===== src/rtl/display_pkg.sv =====
// Shared sizing helpers for the multiplexed seven-segment display path.
package display_pkg;

  localparam int unsigned MAX_DIGITS = 16;
  localparam int unsigned OH_W       = 4;

  function automatic int unsigned idx_w(input int unsigned n);
    return (n > 2) ? $clog2(n) : 1;
  endfunction

  function automatic logic [MAX_DIGITS-1:0] onehot(input logic [OH_W-1:0] idx);
    logic [MAX_DIGITS-1:0] v;
    v      = '0;
    v[idx] = 1'b1;
    return v;
  endfunction

endpackage


===== src/rtl/next_digit_sel.sv =====
// Circular priority search: next enabled digit after cur_idx, modulo N_DIGITS.
module next_digit_sel
  import display_pkg::*;
#(
  parameter int unsigned N_DIGITS = 8,
  parameter int unsigned IDX_W    = idx_w(N_DIGITS)
) (
  input  logic [IDX_W-1:0]    cur_idx,
  input  logic [N_DIGITS-1:0] mask,
  output logic [IDX_W-1:0]    nxt_idx,
  output logic                wrap,
  output logic                none
);

  logic        found;
  int unsigned cand;

  // Distance k = N_DIGITS lands back on cur_idx, covering the single-digit case.
  always_comb begin
    nxt_idx = cur_idx;
    wrap    = 1'b0;
    none    = (mask == '0);
    found   = 1'b0;
    cand    = 0;
    for (int unsigned k = 1; k <= N_DIGITS; k++) begin
      cand = 32'(cur_idx) + k;
      if (cand >= N_DIGITS) cand = cand - N_DIGITS;
      if (!found && (|(mask & N_DIGITS'(onehot(OH_W'(cand)))))) begin
        found   = 1'b1;
        nxt_idx = IDX_W'(cand);
        wrap    = (32'(cur_idx) + k >= N_DIGITS);
      end
    end
  end

endmodule


===== src/rtl/digit_scan_counter.sv =====
// Digit-select scanner: refresh prescaler, masked circular index, anode strobes.
module digit_scan_counter
  import display_pkg::*;
#(
  parameter int unsigned N_DIGITS = 8,
  parameter int unsigned PRESCALE = 100_000
) (
  input  logic                           clk,
  input  logic                           reset,
  input  logic                           en,
  input  logic                           clr,
  input  logic [N_DIGITS-1:0]            digit_mask,
  output logic [idx_w(N_DIGITS)-1:0]     cuenta,
  output logic [N_DIGITS-1:0]            anode_n,
  output logic                           tick,
  output logic                           frame_done
);

  localparam int unsigned IDX_W = idx_w(N_DIGITS);
  localparam int unsigned PW    = idx_w(PRESCALE);

  logic [PW-1:0]    pcnt;
  logic [IDX_W-1:0] nxt_idx;
  logic [IDX_W-1:0] cuenta_next;
  logic             wrap;
  logic             none;
  logic             last_slot;
  logic             advance;

  next_digit_sel #(
    .N_DIGITS (N_DIGITS),
    .IDX_W    (IDX_W)
  ) u_sel (
    .cur_idx (cuenta),
    .mask    (digit_mask),
    .nxt_idx (nxt_idx),
    .wrap    (wrap),
    .none    (none)
  );

  assign last_slot = (pcnt == PW'(PRESCALE - 1));
  assign advance   = en & ~clr & last_slot;

  always_comb begin
    cuenta_next = cuenta;
    if (clr)                   cuenta_next = '0;
    else if (advance && !none) cuenta_next = nxt_idx;
  end

  always_ff @(posedge clk or negedge reset) begin
    if (!reset) begin
      pcnt       <= '0;
      cuenta     <= '0;
      anode_n    <= '1;
      tick       <= 1'b0;
      frame_done <= 1'b0;
    end else begin
      if (clr)     pcnt <= '0;
      else if (en) pcnt <= last_slot ? '0 : pcnt + PW'(1);
      cuenta     <= cuenta_next;
      tick       <= advance;
      frame_done <= advance & ~none & wrap;
      // Anodes follow the mask every cycle so a masked digit blanks without waiting for a tick.
      anode_n    <= ~(N_DIGITS'(onehot(OH_W'(cuenta_next))) & digit_mask);
    end
  end

endmodule

===== config.mk =====
export PLATFORM = sky130hd
export DESIGN_NAME = digit_scan_counter
export DESIGN_NICKNAME = d
export VERILOG_FILES = /design/src/rtl/display_pkg.sv /design/src/rtl/next_digit_sel.sv /design/src/rtl/digit_scan_counter.sv
export SDC_FILE = /design/constraint.sdc
export NUM_CORES = 1
export LEC_CHECK = 0
export CELL_PAD_IN_SITES_DETAIL_PLACEMENT = 2
export CELL_PAD_IN_SITES_GLOBAL_PLACEMENT = 2
export CORE_MARGIN = 10
export CORE_UTILIZATION = 35
export CTS_CLUSTER_DIAMETER = 80
export DETAILED_ROUTE_END_ITERATION = 6
export GPL_TIMING_DRIVEN = 0
export PLACE_DENSITY_LB_ADDON = 0.1
export SLEW_MARGIN = 10
export SYNTH_ARGS = -nofsm -noshare
export SYNTH_HDL_FRONTEND = slang
export SYNTH_SLANG_ARGS = --single-unit

===== constraint.sdc =====
create_clock -name clk -period 7.1 [get_ports clk]
set_input_delay 1.42 -clock clk [delete_from_list [all_inputs] [get_ports clk]]
set_output_delay 1.42 -clock clk [all_outputs]
set_load 0.1 [all_outputs]

After elaboration in Yosys (flattened, before gate mapping). Index checks and enable logic that the tools add are counted.

Bitwise logic cells: 16. Add/subtract/negate cells: 17. Magnitude comparators: 26. Mux-type cells: 54. Reductions and logical operators: 35. Equal/unequal tests: 1.

Operator list (number): $ge A32 B4 Y1 const B (7); $and A8 B8 Y8 (9); $reduce_or A8 Y1 (8); $mux W17 (3); $lt A4 B5 Y1 const B (8); $demux W1 S4 (8); $ge A4 B1 Y1 const B (8); $mux W4 (8); $sub A4 B4 Y4 const B (8); $mux W3 (10); $mux W1 (24); $add A17 B1 Y17 const B (1); $eq A17 B17 Y1 const B (1); $logic_and A1 B1 Y1 (17); $add A3 B3 Y4 const B (4); $add A3 B2 Y4 const B (2); $logic_not A1 Y1 (8); $logic_not A8 Y1 (1); $not A8 Y8 (1); $add A3 B4 Y5 const B (1); $ge A5 B4 Y1 const B (1); $lt A3 B5 Y1 const B (1); $add A3 B1 Y4 const B (1); $and A1 B1 Y1 (4); other kinds (4) (5).

Register bits: 30.

Depth between registers and ports, before layout.
Word-level depth: 39. Mapped depth: 13.

Modules after synthesis. A second synthesis with hierarchy kept.

Cell total of the unflattened synthesis: 276. Area total of the unflattened synthesis: 2441.1 um2.

By module, submodules not included: digit_scan_counter (times used 1, cells each 150, area each 1481.4 um2); next_digit_sel (times used 1, cells each 126, area each 959.7 um2).

Worst setup path before layout. No wires, ideal clock.

Path kind: register to register. Start point: register cuenta[1]. End point: register anode_n[1]. Stages on the path, launching flop included: 13. Slack: 2.811 ns. Path buffers: 1. Library setup time: 0.094 ns. Arrival time: 4.194 ns. Required time: 7.006 ns. Cells stage by stage: dfrtp_1 > inv_1 > ha_1 > ha_1 > buf_2 > mux2_2 > a2bb2oi_1 > nand2_1 > nor4_4 > a221oi_1 > nor2_2 > mux2_4 > or4_1.

Longest elaborated chain between the ends: 39.

RTL lines: start, declared (line digit_scan_counter.sv:13) `output logic [idx_w(N_DIGITS)-1:0] cuenta,`; start signal, assigned (line digit_scan_counter.sv:60) `cuenta <= cuenta_next;`; $add A3 B1 Y4 (line next_digit_sel.sv:26) `cand = 32'(cur_idx) + k;`; $ge A32 B4 Y1 or $sub A4 B4 Y4 (tied branches) (line next_digit_sel.sv:27) `if (cand >= N_DIGITS) cand = cand - N_DIGITS;`; $mux W4 (line next_digit_sel.sv:27); $lt A4 B5 Y1 (not written as such) or $ge A4 B1 Y1 (tied branches) (line display_pkg.sv:14) `v[idx] = 1'b1;`; $logic_and A1 B1 Y1 (not written as such) (line display_pkg.sv:14); $mux W1 (not written as such) (line display_pkg.sv:14); $demux W1 S4; $and A8 B8 Y8 (line next_digit_sel.sv:28) `if (!found && (|(mask & N_DIGITS'(onehot(OH_W'(cand)))))) begin`; (+23 left out); $mux W3 (*) (line digit_scan_counter.sv:47) `else if (advance && !none) cuenta_next = nxt_idx;`; $mux W3 (*) (line digit_scan_counter.sv:46) `if (clr) cuenta_next = '0;`; $lt A3 B5 Y1 (not written as such) or $ge A3 B1 Y1 (tied branches) (line display_pkg.sv:14); $logic_and A1 B1 Y1 (not written as such) (line display_pkg.sv:14); $mux W1 (not written as such) (line display_pkg.sv:14); $demux W1 S3 (*) (line display_pkg.sv:14); $and A8 B8 Y8 (*) (line digit_scan_counter.sv:64) `anode_n <= ~(N_DIGITS'(onehot(OH_W'(cuenta_next))) & digit_mask);`; $not A8 Y8 (*) (line digit_scan_counter.sv:64); end signal, assigned (line digit_scan_counter.sv:64); end, declared (line digit_scan_counter.sv:14) `output logic [N_DIGITS-1:0] anode_n,`.

Mark *: on every way between the ends. The rest lies on a longest branch, timed or not. A chain may end at the register's enable or synchronous reset.

Worst setup path after layout.
Start point: register cuenta[1]. End point: register anode_n[6].

Longest elaborated chain between the ends: 39.

RTL lines: $add A3 B1 Y4 (line next_digit_sel.sv:26); $ge A32 B4 Y1 or $sub A4 B4 Y4 (tied branches) (line next_digit_sel.sv:27); $mux W4 (line next_digit_sel.sv:27); $lt A4 B5 Y1 (not written as such) or $ge A4 B1 Y1 (tied branches) (line display_pkg.sv:14); $logic_and A1 B1 Y1 (not written as such) (line display_pkg.sv:14); $mux W1 (not written as such) (line display_pkg.sv:14); $demux W1 S4; $and A8 B8 Y8 (line next_digit_sel.sv:28); (+24 left out); $mux W3 (*) (line digit_scan_counter.sv:46); via cuenta_next[1] (line digit_scan_counter.sv:24) `logic [IDX_W-1:0] cuenta_next;`; $lt A3 B5 Y1 (not written as such) or $ge A3 B1 Y1 (tied branches) (line display_pkg.sv:14); $logic_and A1 B1 Y1 (not written as such) (line display_pkg.sv:14); $mux W1 (not written as such) (line display_pkg.sv:14); $demux W1 S3 (*) (line display_pkg.sv:14); $and A8 B8 Y8 (*) (line digit_scan_counter.sv:64); $not A8 Y8 (*) (line digit_scan_counter.sv:64).

Mark *: on every way through the listed nets, which the timed path passes. The rest lies on a longest branch.

==> flow_metrics.tcl <==
set metrics [dict create \
    path_clk_slew_ns 0.07 \
    layout_common_cells "o21ai_0 (31), dfrtp_1 (22), a21oi_1 (19)" \
    drc 0 \
    die_y_um 103 \
    synth_seq_area_share_pct 31.5 \
    holdCritStartpoint "pcnt[16]$_DFFE_PN0P_" \
    post_cts_buffers 0 \
    numCtsBuffers 5 \
    die_area_um2 10600 \
    nets 333 \
    cts.sink_count 30 \
    ys_top_cells_by_area "dfrtp_1 (23%), ha_1 (9.3%), dfstp_2 (8.7%)" \
    slew_violations 0 \
    final_common_cell "o21ai_0" \
    async_flop_share_pct 100 \
    hpwlAfterDp_um 6230 \
    dr.pass1.iters 4 \
    syn_nets 309 \
    multi_input_area_um2 1550 \
    synthFlopType "dfrtp_1" \
    ff_latch_area_um2 761 \
    leakagePower_nw 1.18 \
    synth_edf_count 0 \
    grt_pass1_wl_um 13800 \
    die-width_um 103 \
    required_ns 7.25 \
    root_buffer "clkbuf_8" \
    stdcell_count 384 \
    wire_per_inst_um 21.7 \
    core-area_um2 6760 \
    grt_pass1_vias 2613 \
    ys_types 59 \
    finalCoreUtilization_pct 41.8 \
    yosysWarningCount 0 \
    synth_top_area_share_pct 22.8 \
    grt_setup_unrepaired "no" \
    cts_tree "built" \
    startpoint "cuenta[1]$_DFF_PN0_" \
    nFillCells 765 \
    antenna_found_initial 0 \
    hold_buffers 0 \
    cts-resized-gates 0 \
    synth.avg_cell_area_um2 8.66 \
    clockBufferDepth 2 \
    drt-initial-drc-count 111 \
    post-route-period-util_pct 66.1 \
    power.density_nw_per_um2 156 \
    ir_drop_uv 62.7 \
    criticalPathCategory "reg2reg" \
    tightest_slew_ns 0.979 \
    cp-start-kind "flop" \
    drv_cap 0 \
    placement_rows 30 \
    grt_max_degree 31 \
    whs_ns 0.482 \
    ys_seq_elements 30 \
    ios 25 \
    grt_overflow 0 \
    final_antenna_net_count 0 \
    fmax_mhz 213 \
    syn-cell-area_um2 2420 \
    hp-class "reg2reg" \
    run_status "finished, final reports clean" \
    routed_wl_um 8330 \
    cp_max_fo 12 \
    clock_skew_ns 0.0111 \
    endpoint_kind "flop" \
    crit_arrival_ns 4.85 \
    syn_inst 279 \
    drive_gt1_share_pct 13.5 \
    area_delta_synth_final_pct 16.9 \
    diodes 0 \
    gp_congestion 0.846 \
    viasPerCell 6.05 \
    worstSkewPairLatency_ns 0.28 \
    grt.total_usage_pct 16.5 \
    setup-violations-final 0 \
    cts_max_level 2 \
    place_inst 376 \
    portBuffers 17 \
    r2r-start "cuenta[1]$_DFF_PN0_" \
    synth_largest_area_cell "dfrtp_1" \
    hold_viol 0 \
    finalCriticalPeriod_ns 4.69 \
    slew-limit-headroom_pct 34.6 \
    start_util_pct 35.8 \
    setup_tns_ns 0 \
    dr_total_vias 2325 \
]
==> final cells by class <==
| cell class | count | area share (%) |
|---|---|---|
| Buffer | 14 | 2.75 |
| Multi-Input combinational cell | 226 | 54.7 |
| Inverter | 9 | 1.20 |
| Sequential cell | 30 | 26.9 |
| Timing Repair Buffer | 17 | 5.85 |
| Tap cell | 80 | 3.54 |
| Clock buffer | 6 | 2.92 |
| Clock inverter | 2 | 2.13 |
==> Yosys cell counts, drive strengths merged, types with 2 or more instances <==
cell,number
a22oi,14
or2,3
nor4bb,2
nor2,16
ha,18
a211oi,4
a22o,3
o21ai,31
a222oi,2
nand4,6
inv,9
buf,8
dfstp,8
dfrtp,22
nand3,9
clkbuf,6
o22ai,2
o31ai,4
o211ai,2
nor4,3
a21oi,19
a211o,2
o2111ai,2
and2,5
a21boi,2
a2bb2oi,3
or4,2
or3,2
a31oi,5
nor3,3
mux2,5
nand2b,8
o221ai,2
nand2,18
and3,11
mux2i,2
==> kinds of logic (layout without fill, tap and decap cells) <==
kind of cell / count (synthesis) / count (layout) / synth area share [%]
AOI/OAI and AO/OA: 104 / 104 / 28.4
xor gates and xnor gates: 1 / 1 / 0.362
adders and majority gates: 18 / 18 / 9.32
buffers and inverters: 23 / 48 / 4.61
DFF: 30 / 30 / 31.5
muxes: 7 / 7 / 3.31
and+or+nand+nor: 96 / 96 / 22.5
==> final timing paths <==
check,slack (ns),end,cells after the start
max,2.41,anode_n[6]$_DFF_PN1_,11
min,0.48,pcnt[16]$_DFFE_PN0P_,1
max reg2reg,2.41,anode_n[6]$_DFF_PN1_,11
min reg2reg,0.48,pcnt[16]$_DFFE_PN0P_,1
max in group asynchronous,5.51,pcnt[0]$_DFFE_PN0P_,1
min in group asynchronous,1.16,pcnt[8]$_DFFE_PN0P_,1
==> metrics by stage <==
stage / setup WS, ns / total power, mW / instance area, um^2
2_1_floorplan: 2.81 / 0.208 / 2420
3_3_place_gp: 2.44 / 0.225 / 2690
3_5_place_dp: 2.35 / 0.226 / 2680
4_1_cts: 2.39 / 0.445 / 2830
5_1_grt: 2.03 / 0.459 / 2830
6_report: 2.41 / 0.439 / 2830
==> state kept, by name (all words and copies together) (netlist names) <==
register and count:
pcnt 17, anode_n 8, cuenta 3, frame_done 1, tick 1
==> report_power, final <==
group          total (mW)  switching [mW]  internal (mW)
Clock               0.216          0.0665          0.150
Sequential          0.174         0.00107          0.173
Combinational      0.0496          0.0327         0.0169
Total               0.439           0.100          0.339
==> metal layers <==
| layer | share of wire, % | global-route usage (%) | up-vias |
|---|---|---|---|
| met4 | 1.7 | 5.99 | 0 |
| met3 | 1.9 | 1.81 | 9 |
| li1 | - | - | 1104 |
| met1 | 43 | 18.7 | 1187 |
| met5 | 0 | 0 | - |
| met2 | 54 | 30.8 | 25 |
==> worst max-delay path, stage by stage (launching register included) <==
cell       delay (ns)
dfrtp_1          0.70
inv_1            0.31
ha_1             0.35
ha_1             0.30
buf_2            0.23
mux2_2           0.36
a2bb2oi_1        0.38
nand2_1          0.27
nor3_1           0.40
a21oi_1          0.18
a211oi_1         0.82
o2111ai_1        0.24
No activity file was read; power rests on OpenSTA's default activity.
